File: src/rtl/multicycle_main_fsm.sv
// rtl/multicycle_main_fsm.sv - main control FSM of the multicycle ARM-subset core
//
// Sequences fetch, decode, address generation, memory access, execute and
// write-back for a shared ALU / memory port / register file datapath.
//
// Ports:
//   clk, rst_n        clock; synchronous active-low reset
//   Op, Funct5, Funct0 instruction fields (class, I bit, L bit)
//   mem_ready         memory completes the current access this cycle
//   IRWrite, NextPC   fetch strobes (instruction register load, PC advance)
//   RegW, MemW        register-file and memory write strobes
//   Branch            branch request, qualified by condition logic downstream
//   AdrSrc            memory address select (0 PC, 1 ALU result)
//   ALUSrcA, ALUSrcB  ALU operand selects
//   ResultSrc         result bus select
//   ALUOp             to ALU decoder (1 decode Funct, 0 add)
//   state             current state (debug)
//   illegal_op        Op==11 seen in DECODE
//   instr_done        one-cycle pulse per retired instruction
//   instr_cnt         retired-instruction count, wraps
module multicycle_main_fsm #(
    parameter int CNT_W = 16
) (
    input  logic             clk,
    input  logic             rst_n,
    input  logic [1:0]       Op,
    input  logic             Funct5,
    input  logic             Funct0,
    input  logic             mem_ready,
    output logic             IRWrite,
    output logic             NextPC,
    output logic             RegW,
    output logic             MemW,
    output logic             Branch,
    output logic             AdrSrc,
    output logic             ALUSrcA,
    output logic [1:0]       ALUSrcB,
    output logic [1:0]       ResultSrc,
    output logic             ALUOp,
    output logic [3:0]       state,
    output logic             illegal_op,
    output logic             instr_done,
    output logic [CNT_W-1:0] instr_cnt
);

    localparam logic [3:0] FETCH    = 4'd0;
    localparam logic [3:0] DECODE   = 4'd1;
    localparam logic [3:0] MEMADR   = 4'd2;
    localparam logic [3:0] MEMREAD  = 4'd3;
    localparam logic [3:0] MEMWB    = 4'd4;
    localparam logic [3:0] MEMWRITE = 4'd5;
    localparam logic [3:0] EXECR    = 4'd6;
    localparam logic [3:0] EXECI    = 4'd7;
    localparam logic [3:0] ALUWB    = 4'd8;
    localparam logic [3:0] BRANCH   = 4'd9;

    localparam logic [CNT_W-1:0] CNT_ONE = {{(CNT_W-1){1'b0}}, 1'b1};

    logic [3:0]       state_q;
    logic [3:0]       state_d;
    logic [CNT_W-1:0] cnt_q;

    // Ungated strobes; the reset gate is applied at the outputs so that a
    // reset landing mid-instruction never lets a write escape.
    logic irw_raw, npc_raw, regw_raw, memw_raw, br_raw, ill_raw, done_raw;

    always_comb begin
        state_d   = FETCH;
        irw_raw   = 1'b0;
        npc_raw   = 1'b0;
        regw_raw  = 1'b0;
        memw_raw  = 1'b0;
        br_raw    = 1'b0;
        ill_raw   = 1'b0;
        done_raw  = 1'b0;
        AdrSrc    = 1'b0;
        ALUSrcA   = 1'b0;
        ALUSrcB   = 2'b00;
        ResultSrc = 2'b00;
        ALUOp     = 1'b0;
        case (state_q)
            FETCH: begin
                ALUSrcA   = 1'b1;
                ALUSrcB   = 2'b10;
                ResultSrc = 2'b10;
                irw_raw   = mem_ready;
                npc_raw   = mem_ready;
                state_d   = mem_ready ? DECODE : FETCH;
            end
            DECODE: begin
                ALUSrcA   = 1'b1;
                ALUSrcB   = 2'b10;
                ResultSrc = 2'b10;
                case (Op)
                    2'b00:   state_d = Funct5 ? EXECI : EXECR;
                    2'b01:   state_d = MEMADR;
                    2'b10:   state_d = BRANCH;
                    default: begin
                        state_d = FETCH;
                        ill_raw = 1'b1;
                    end
                endcase
            end
            MEMADR: begin
                ALUSrcB = 2'b01;
                state_d = Funct0 ? MEMREAD : MEMWRITE;
            end
            MEMREAD: begin
                AdrSrc  = 1'b1;
                state_d = mem_ready ? MEMWB : MEMREAD;
            end
            MEMWB: begin
                ResultSrc = 2'b01;
                regw_raw  = 1'b1;
                done_raw  = 1'b1;
            end
            MEMWRITE: begin
                AdrSrc   = 1'b1;
                memw_raw = mem_ready;
                done_raw = mem_ready;
                state_d  = mem_ready ? FETCH : MEMWRITE;
            end
            EXECR: begin
                ALUOp   = 1'b1;
                state_d = ALUWB;
            end
            EXECI: begin
                ALUSrcB = 2'b01;
                ALUOp   = 1'b1;
                state_d = ALUWB;
            end
            ALUWB: begin
                regw_raw = 1'b1;
                done_raw = 1'b1;
            end
            BRANCH: begin
                ALUSrcB   = 2'b01;
                ResultSrc = 2'b10;
                br_raw    = 1'b1;
                done_raw  = 1'b1;
            end
            default: state_d = FETCH;
        endcase
    end

    assign IRWrite    = irw_raw  & rst_n;
    assign NextPC     = npc_raw  & rst_n;
    assign RegW       = regw_raw & rst_n;
    assign MemW       = memw_raw & rst_n;
    assign Branch     = br_raw   & rst_n;
    assign illegal_op = ill_raw  & rst_n;
    assign instr_done = done_raw & rst_n;
    assign state      = state_q;
    assign instr_cnt  = cnt_q;

    always_ff @(posedge clk) begin
        if (!rst_n) begin
            state_q <= FETCH;
            cnt_q   <= '0;
        end else begin
            state_q <= state_d;
            if (done_raw) begin
                cnt_q <= cnt_q + CNT_ONE;
            end
        end
    end

endmodule

File: config.mk
export PLATFORM = sky130hd
export DESIGN_NAME = multicycle_main_fsm
export DESIGN_NICKNAME = d
export VERILOG_FILES = /design/src/rtl/multicycle_main_fsm.sv
export SDC_FILE = /design/constraint.sdc
export NUM_CORES = 1
export LEC_CHECK = 0
export CAP_MARGIN = 20
export CORE_UTILIZATION = 45
export CTS_CLUSTER_DIAMETER = 200
export DETAILED_ROUTE_END_ITERATION = 16
export GPL_TIMING_DRIVEN = 0
export HOLD_SLACK_MARGIN = 0.08
export PLACE_DENSITY = 0.75
export SYNTH_ARGS = -nofsm -noshare
export SYNTH_HDL_FRONTEND = slang
export SYNTH_SLANG_ARGS = --single-unit
File: constraint.sdc
create_clock -name clk -period 2.2 [get_ports clk]
set_input_delay 0.44 -clock clk [delete_from_list [all_inputs] [get_ports clk]]
set_output_delay 0.44 -clock clk [all_outputs]
set_load 0.01 [all_outputs]
Word level (Yosys, flattened, before mapping). Cells that the tools add are included.

Add/subtract/negate cells: 1. Bitwise logic cells: 6. Reduce and logical (&&, ||, !) cells: 10. Mux-type cells: 19. Equal/unequal tests: 11.

Operators with widths (count): 4-bit one-hot mux with 6 select lines (1); 16-bit by 1-bit adder with 16-bit output, second input constant (1); 4-bit by 3-bit == test with 1-bit output, second input constant (4); 4-bit one-hot mux with 3 select lines (1); 3-bit OR reduction (4); 1-bit 2-to-1 mux (11); 3-bit 2-to-1 mux (3); 4-bit by 2-bit == test with 1-bit output, second input constant (2); 4-bit == test, second input constant (2); 2-bit one-hot mux with 2 select lines (2); 2-bit OR reduction (4); 1-bit bitwise AND (6); 4-bit by 1-bit == test with 1-bit output, second input constant (1); 4-bit logical NOT (1); 2-bit by 1-bit == test with 1-bit output, second input constant (1); 2-bit == test, second input constant (1); 2-bit logical NOT (1); 1-bit one-hot mux with 2 select lines (1).

Register bits: 20. Word-level logic and storage cells: 49.

Logic depth before layout (Yosys ltp). Gate-level depths: netlist of run 1.

Depth after elaboration: 5. Mapped depth: 7.

Least setup slack after synthesis of run 1. OpenSTA, ideal clock, no wires.

Kind: reg2out. From: register state_q[2], in the netlist state[2]. To: output NextPC. Slack: 0.256 ns. Cell stages (with the launch flop): 6. Arrival: 1.504 ns. Path through: dfxtp_1 buf_2 or2_2 clkbuf_1 nor3_1 buf_4.

Cells in the longest elaborated chain, start to end: 3.

Ends and longest elaborated chain: from (decl) (line 59) `logic [3:0] state_q;`; from (signal assigned) (line 161) `state_q <= state_d;`; 4-bit logical NOT; 1-bit 2-to-1 mux; 1-bit bitwise AND; to (decl) (line 31) `output logic NextPC,`.

No other way between the ends.

Worst setup path after layout of run 1.
From: register state_q[0], in the netlist state[0]. To: output IRWrite.

Cells in the longest elaborated chain, start to end: 3.

Ends and longest elaborated chain: 4-bit logical NOT (line 81) `case (state_q)`; 1-bit 2-to-1 mux (line 81); 1-bit bitwise AND (line 146) `assign IRWrite = irw_raw & rst_n;`; to (decl) (line 30) `output logic IRWrite,`.

No other way between the ends.

==> out/metrics.csv, run 1 <==
metric,value,unit
fin_crit_sh,0.967,
antenna_found_initial,0,
r2r_cells,6,
drv_slew,0,
die_y,54.2,µm
worstHoldPathType,flop to flop,
startpoint_type,flop,
slew-limit-headroom,0.728,
slowest_delay,420,ps
synth_edf_count,0,
design_area,0.00172,mm²
die_width,54.2,µm
path_delay_family,simple AND/OR/NAND/NOR gates,
clock.fmax,470,MHz
clk_latency,310,ps
dr.pass1.iters,4,
yosysWarnings,0,
postSynth.asyncResetShare,0,
rr_endpoint,instr_cnt[14],
synth_area,0.00123,mm²
power.switching,245,µW
drive_above_1_share,0.164,
coreArea,0.00252,mm²
io_buffers,40,
gp_congestion,0.796,
routed_wl,3.23,mm
crit_type,flop to primary output,
finalSetupViolations,0,
max-cap-violations,0,
cts_tree,done,
die_area,0.00294,mm²
syn_nets,160,
start_util,0.487,
power.internal,650,µW
wl_per_cell,14.4,µm
rsz0062_at_grt,false,
skew,7.22,ps
r2r_slack,270,ps
cts_root_buf,clkbuf_4,
synth-main-ff-cell,dfxtp_1,
pwr-share-seq,0.424,
synth_area_per_cell,8.08,µm²
dp_hpwl,2.39,mm
status,completed,
post_dp_cell_area,0.00167,mm²
grtUsageTotal,0.228,
ant_nets,0,
seq_area_frac_synth,0.326,
place_inst,222,
crit_buf_inv,2,
drtIter0Drc,25,
rr_startpoint,instr_cnt[0],
cts_buffers,3,
pin_count,41,
leakage,0.673,nW
num_vias,1322,
numClockSinks,20,
diodes,0,
finalCriticalPeriod,2130,ps
grt_pass1_wl,4.91,mm
synth_seq_cells,20,
synth.distinct_cells,39,
cp-end-kind,primary output,
grt_max_degree,13,
irDropWorstVdd,413,µV
hold_slack,497,ps
cp.depth,4,
required,1760,ps
remaining_drc_errors,0,
cp_max_fo,9,
cts_max_path_buffers,2,
critPathLaunch,state[0],
tightestPinTransition,408,ps
viasPerCell,5.88,
grt_pass1_vias,1159,
syn_inst,152,
stdcell_count,225,
comb_power_share,0.226,
finalHoldViolCount,0,
path_cells,clkbuf_4 -> or3_4 -> nor3_4 -> dlygate4sd2_1,
endpoint,IRWrite,
clk_pin_slew,130,ps
clkPwrFrac,0.350,
rows,18,
p_sw_frac,0.273,
slowest_stage,or3_4,
p_per_area,519,mW/mm²
syn_to_final_growth,40.4,%
htree_levels,1,
fin_nets,204,
critPathArrivalTime,1690,ps
overflow,0,
timing repair:
action / CTS / global route
resized for setup: 32 / 11
hold buffers: 0 / 0
buffers inserted: 1 / 0
setup endpoints to repair: 14 / 6
pin swaps: 1 / 0
endpoints found under the hold margin: 0 / 0
worst min-delay path by stage:
stage / slack, ps / start / to / cells past startpoint
after global routing: 520 / instr_cnt[14] / instr_cnt[14] / 2
after global placement: 460 / instr_cnt[15] / instr_cnt[15] / 2
final: 500 / instr_cnt[15] / instr_cnt[15] / 2
after detailed placement: 490 / instr_cnt[15] / instr_cnt[15] / 2
after floorplan: 500 / instr_cnt[15] / instr_cnt[15] / 2
after CTS: 500 / instr_cnt[15] / instr_cnt[15] / 2
registers in the layout, indices dropped and copies added (netlist names):
| signal | count |
|---|---|
| instr_cnt | 16 |
| state | 4 |
cells by family after synthesis:
| group | synth area share |
|---|---|
| AOI/OAI and AO/OA | 0.232 |
| xor gates and xnor gates | 0.00714 |
| adders and majority gates | 0.0102 |
| buffers and inverters | 0.0846 |
| DFF | 0.326 |
| muxes | 0.00816 |
| and+or+nand+nor | 0.331 |
Yosys cell counts (3+ instances only):
cell      number  area (µm²)
nand2_1        8        30.0
o31ai_1       13        97.6
nor3_1         6        30.0
a21oi_1       21         105
or3_1          4        25.0
nand2b_1       3        18.8
or4_1         12        90.1
nand3_1        5        25.0
dfxtp_1       20         400
inv_1          5        18.8
o21ai_0        7        35.0
buf_2          3        15.0
nor2_1        11        41.3
clkbuf_1       5        18.8
layer usage:
layer | global-route usage | wire (µm) | part of all wire | vias up
li1 | - | - | - | 652
met1 | 0.244 | 1440 | 0.45 | 624
met2 | 0.439 | 1590 | 0.49 | 42
met3 | 0.0583 | 171 | 0.053 | 4
met4 | 0.0470 | 34 | 0.011 | 0
met5 | 0 | 0 | 0 | -
final cells by class:
type / instances / area [µm²]
clock buffer: 3 / 22.5
clock inverter: 1 / 30.0
tap: 30 / 37.5
buffer: 11 / 82.6
multi-input combinational: 113 / 747
inverter: 6 / 23.8
sequential: 20 / 404
timing repair buffer: 41 / 375
fill: 217 / 800
worst min-delay path, stage by stage, from the launching register on:
cell,delay (ps)
dfxtp_1,350
o31ai_1,70
a21oi_1,60
metrics by stage:
stage	TNS, ps	worst slack, ps	total power [mW]	util
finish	0	73.5	0.895	0.683
CTS	0	19.7	0.899	0.688
floorplan	0	256	0.501	-
global placement	-2550	-703	0.589	0.660
global route	0	15.8	0.927	0.683
detailed placement	-2670	-706	0.591	0.660
power groups by stage:
stage | combinational, mW | sequential, mW | clock, mW
detailed placement | 0.205 | 0.386 | 0
finish | 0.202 | 0.379 | 0.314
global placement | 0.204 | 0.386 | 0
floorplan | 0.112 | 0.389 | 0
CTS | 0.205 | 0.378 | 0.316
global route | 0.217 | 0.380 | 0.330
cell usage in the layout, fill, tap and decap left out, types with 3 or more instances in the layout:
| master | Yosys | final |
|---|---|---|
| a21oi_1 | 21 | 21 |
| buf_4 | 2 | 4 |
| clkbuf_2 | 0 | 3 |
| clkbuf_4 | 0 | 6 |
| clkdlybuf4s50_1 | 0 | 24 |
| dfxtp_1 | 20 | 17 |
| dfxtp_2 | 0 | 3 |
| dlygate4sd2_1 | 0 | 10 |
| inv_1 | 5 | 5 |
| nand2_1 | 8 | 8 |
| nand2b_1 | 3 | 3 |
| nand3_1 | 5 | 5 |
| nor2_1 | 11 | 10 |
| nor3_1 | 6 | 4 |
| o21ai_0 | 7 | 7 |
| o31ai_1 | 13 | 13 |
| or3_1 | 4 | 3 |
| or4_1 | 12 | 12 |
Power figures use the tool's default switching activity.
==> run 2: changes to the inputs <==
- clock period: 2.2 -> 2.1 ns (I/O delays scaled with it)
==> out/metrics.csv, run 2 (synthesis results as in run 1) <==
metric,value,unit,change
slowest_delay,370,ps,-50 ps
irDropWorstVdd,426,µV,+3.3%
grt_max_degree,13,,unchanged
whs_path_depth,2,,unchanged
tightestPinTransition,409,ps,+0.309 ps
fin_crit_sh,0.975,,
leakage,0.656,nW,-2.4%
start_util,0.487,,unchanged
slew-limit-headroom,0.728,,about the same
finalCriticalPeriod,2050,ps,
drtIter0Drc,20,,-20%
grtUsageTotal,0.228,,+0.000580
path_delay_family,buffers and inverters,,
clock.fmax,488,MHz,
finalSetupViolations,0,,unchanged
numClockSinks,20,,unchanged
htree_levels,1,,unchanged
cts_root_buf,clkbuf_4,,
clk_pin_slew,130,ps,about the same
grt_pass1_wl,4.93,mm,+0.29%
cp-end-kind,primary output,,
wl_per_cell,14.2,µm,-1.5%
gp_congestion,0.796,,unchanged
rsz0062_at_grt,false,,
drive_above_1_share,0.179,,+0.0154
largest_register_ff_count,16,,unchanged
cts_max_path_buffers,2,,unchanged
dp_hpwl,2.39,mm,unchanged
overflow,0,,unchanged
status,completed,,
cp_max_fo,10,,+1
io_buffers,40,,unchanged
die_y,54.2,µm,unchanged
path_cells,buf_4 -> or2_2 -> o21ai_0 -> clkdlybuf4s15_2,,
required,1680,ps,-80 ps
final_common_cell,clkdlybuf4s50_1,,
timing.final.ws_setup,52.0,ps,-21.5 ps
ant_nets,0,,unchanged
diodes,0,,unchanged
max-cap-violations,0,,unchanged
mostFrequentLayoutCells,"24 x clkdlybuf4s50_1, 21 x a21oi_1, 16 x dfxtp_1",,
num_vias,1304,,-1.4%
critPathArrivalTime,1630,ps,-60 ps
drv_slew,0,,unchanged
p_total,937,µW,+4.7%
crit_buf_inv,2,,unchanged
place_worst_setup_slack,-766,ps,-60.0 ps
remaining_drc_errors,0,,unchanged
rows,18,,unchanged
routed_wl,3.18,mm,-1.5%
place_inst,222,,unchanged
dr.pass1.iters,4,,unchanged
stdcell_count,225,,unchanged
startpoint_type,flop,,
worstHoldPathType,flop to flop,,
cts_buffers,3,,unchanged
die_width,54.2,µm,unchanged
coreArea,0.00252,mm²,unchanged
clk_latency,310,ps,about the same
p_per_area,543,mW/mm²,+4.6%
viasPerCell,5.80,,-1.4%
pin_count,41,,unchanged
grt_pass1_vias,1158,,-0.086%
crit_type,flop to primary output,,
skew,8.52,ps,+1.30 ps
slowest_stage,dfxtp_2,,
cp.depth,4,,unchanged
tns,0,ps,unchanged
fin_nets,204,,unchanged
finalHoldViolCount,0,,unchanged
antenna_found_initial,0,,unchanged
die_area,0.00294,mm²,unchanged
cts_tree,done,,
r2r_cells,6,,unchanged
hold_buffers,0,,unchanged
syn_to_final_growth,40.6,%,
## run 2: routing by layer
| layer | GRT usage | up-vias | share of wire |
|---|---|---|---|
| li1 | - | 651 | - |
| met1 | 0.246 | 605 | 0.44 |
| met2 | 0.439 | 44 | 0.49 |
| met3 | 0.0583 | 4 | 0.059 |
| met4 | 0.0470 | 0 | 0.011 |
| met5 | 0 | - | 0 |
## run 2: power breakdown
group	internal [mW]	switching [mW]
Combinational	0.101	0.110
Clock	0.193	0.136
Sequential	0.389	0.00905
## run 2: timing repair
action                                  CTS  global route
gates cloned                              0             0
pin swaps                                 1             0
setup buffers                             1             0
endpoints found under the setup margin   14             5
resized for setup                        40             8
## run 2: path summary, 6_finish.rpt
check                              startpoint       endpoint  slack, ps
worst max-delay path                 state[2]     ALUSrcB[0]         50
worst min-delay path            instr_cnt[15]  instr_cnt[15]        500
worst max register to register   instr_cnt[0]  instr_cnt[14]        170
worst min register to register  instr_cnt[15]  instr_cnt[15]        500
## run 2: layout make-up
type	instances	area, µm²
Clock buffer	3	22.5
Timing Repair Buffer	41	374
Clock inverter	1	30.0
Fill cell	215	797
Multi-Input combinational cell	113	749
Tap cell	30	37.5
Buffer	11	82.6
Inverter	6	23.8
Sequential cell	20	405
## run 2: worst register-to-register path, delay by kind of cell (launching register included)
| kind | cells | cell delay, ps |
|---|---|---|
| buffers and inverters | 1 | 180 |
| flip-flops | 1 | 470 |
| AND/OR/NAND/NOR | 3 | 830 |
| adder cells (fa/ha/maj) | 1 | 250 |
| AO/OA/AOI/OAI | 1 | 160 |
## run 2: stage by stage
step | util | hold slack, ps | instance area (µm²)
after detailed placement | 0.660 | 485 | 1670
after global placement | 0.660 | 462 | 1670
final | 0.684 | 497 | 1730
after floorplan | - | 496 | 1230
after CTS | 0.689 | 503 | 1740
after global routing | 0.684 | 521 | 1730
==> run 3: changes to the inputs <==
- CORE_UTILIZATION: 45 -> 60
- CTS_CLUSTER_SIZE: default -> 40
- DONT_BUFFER_PORTS: default -> 1
- PLACE_DENSITY: 0.75 -> 0.72
==> out/metrics.csv, run 3 (synthesis results as in run 1) <==
metric,value,unit,change
status,completed,,
irDropWorstVdd,434,µV,+1.7%
drive_above_1_share,0.183,,+0.00352
cts_root_buf,clkbuf_4,,
finalHoldViolCount,0,,unchanged
p_sw_frac,0.310,,+0.0380
io_buffers,0,,-100%
largest_register_ff_count,16,,unchanged
power.switching,232,µW,-8.9%
pwr-share-seq,0.538,,+0.114
drtIter0Drc,42,,+110%
crit_type,flop to primary output,,
leakage,0.465,nW,-29%
coreArea,0.00182,mm²,-28%
clkPwrFrac,0.246,,-0.105
drv_slew,0,,unchanged
gp_congestion,0.782,,-1.7%
clk_latency,300,ps,about the same
p_per_area,555,mW/mm²,+2.1%
hold_start,Op[1],,
cts_max_path_buffers,2,,unchanged
wl_per_cell,16.8,µm,+19%
numClockSinks,20,,unchanged
cts_buffers,3,,unchanged
rr_endpoint,instr_cnt[14],,
cp_max_fo,9,,-1
cts_tree,done,,
routed_wl,3.00,mm,-5.9%
rows,15,,-3
skew,3.36,ps,-5.16 ps
viasPerCell,6.80,,+17%
critPathLaunch,state[0],,
die_area,0.00223,mm²,-24%
diodes,0,,unchanged
grt_pass1_vias,1010,,-13%
grtUsageTotal,0.273,,+0.0447
critPathArrivalTime,1640,ps,about the same
start_util,0.674,,+0.188
tightestPinTransition,427,ps,+18.0 ps
grt_max_degree,11,,-2
postCtsSetupBuffers,0,,-1
finalCriticalPeriod,2060,ps,+12.9 ps
required,1680,ps,about the same
hold_buffers,0,,unchanged
power.internal,517,µW,-24%
slew-limit-headroom,0.716,,-0.0120
fin_nets,163,,-20%
cp-end-kind,primary output,,
antenna_found_initial,0,,unchanged
remaining_drc_errors,0,,unchanged
startpoint_type,flop,,
dr.pass1.iters,4,,unchanged
clock.fmax,485,MHz,-0.63%
syn_to_final_growth,9.99,%,
fin_crit_sh,0.981,,+0.00617
place_inst,177,,-20%
comb_power_share,0.216,,-0.009
r2r_cells,6,,unchanged
overflow,0,,unchanged
die_y,47.2,µm,-13%
clk_pin_slew,110,ps,-20 ps
r2r_slack,170,ps,about the same
final_common_cell,a21oi_1,,
post_dp_cell_area,0.00126,mm²,-24%
design_area,0.00135,mm²,-22%
htree_levels,1,,unchanged
finalSetupViolations,0,,unchanged
dp_hpwl,2.06,mm,-14%
grt_pass1_wl,4.27,mm,-13%
stdcell_count,178,,-21%
worstHoldPathType,input port to flop,,
rr_startpoint,instr_cnt[0],,
die_width,47.2,µm,-13%
num_vias,1210,,-7.2%
max-cap-violations,0,,unchanged
pin_count,41,,unchanged
endpoint,NextPC,,
mostFrequentLayoutCells,"21 x a21oi_1, 14 x dfxtp_1, 13 x o31ai_1",,
ant_nets,0,,unchanged
==> run 3: cell types whose count changed in the layout (fill, tap and decap cells not counted), moves of 2 or more <==
cell             previous run  this run
nor3_4                      1         3
dfxtp_1                    16        14
buf_4                       5         1
clkbuf_4                    5         3
dfxtp_4                     0         2
nor3_1                      4         2
clkdlybuf4s50_1            24         0
dlygate4sd2_1              10         0
nor2_2                      2         0
==> run 3: worst max-delay path, cell delays in order, from the launching register on <==
cell,delay [ps]
dfxtp_4,380
buf_6,130
or3_1,440
nor3_4,220
buf_4,170
==> run 3: stage by stage <==
step / hold WS [ps] / power [mW] / setup TNS, ps / setup slack [ps] / util
detailed placement: 523 / 0.551 / 0 / 33.3 / 0.691
finish: 258 / 0.749 / 0 / 39.0 / 0.742
global placement: 504 / 0.548 / 0 / 28.9 / 0.691
CTS: 250 / 0.735 / -37.4 / -26.5 / 0.714
global route: 265 / 0.777 / -11.1 / -6.93 / 0.742
floorplan: 496 / 0.525 / 0 / 176 / -
==> run 3: repair_timing <==
| item | in CTS | in global routing |
|---|---|---|
| setup endpoints to repair | 5 | 8 |
| gates resized for setup | 8 | 23 |
| pin swaps | 1 | 2 |
==> run 3: cell type report <==
type / instances / area (µm²)
fill: 150 / 470
buffer: 11 / 88.8
sequential: 20 / 413
multi-input combinational: 113 / 772
tap: 25 / 31.3
clock buffer: 3 / 22.5
inverter: 6 / 22.5
==> run 3: power by group through the flow <==
stage / clock network, mW / registers [mW] / logic [mW]
after floorplan: 0 / 0.407 / 0.118
after global placement: 0 / 0.409 / 0.139
after detailed placement: 0 / 0.409 / 0.141
after CTS: 0.187 / 0.401 / 0.147
after global routing: 0.199 / 0.404 / 0.174
final: 0.184 / 0.403 / 0.161
==> run 3: worst min path at each step <==
| stage | endpoint | slack (ps) | depth (start not counted) |
|---|---|---|---|
| global route | state[3] | 270 | 2 |
| CTS | state[3] | 250 | 2 |
| floorplan | instr_cnt[15] | 500 | 2 |
| finish | state[3] | 260 | 2 |
| detailed placement | instr_cnt[15] | 520 | 2 |
| global placement | instr_cnt[15] | 500 | 2 |
==> run 3: routing by layer <==
| layer | share of wire | vias up | GRT usage |
|---|---|---|---|
| met4 | 0.012 | 0 | 0.126 |
| met1 | 0.39 | 574 | 0.329 |
| met2 | 0.51 | 61 | 0.458 |
| met3 | 0.089 | 6 | 0.0615 |
| li1 | - | 569 | - |
| met5 | 0 | - | 0 |
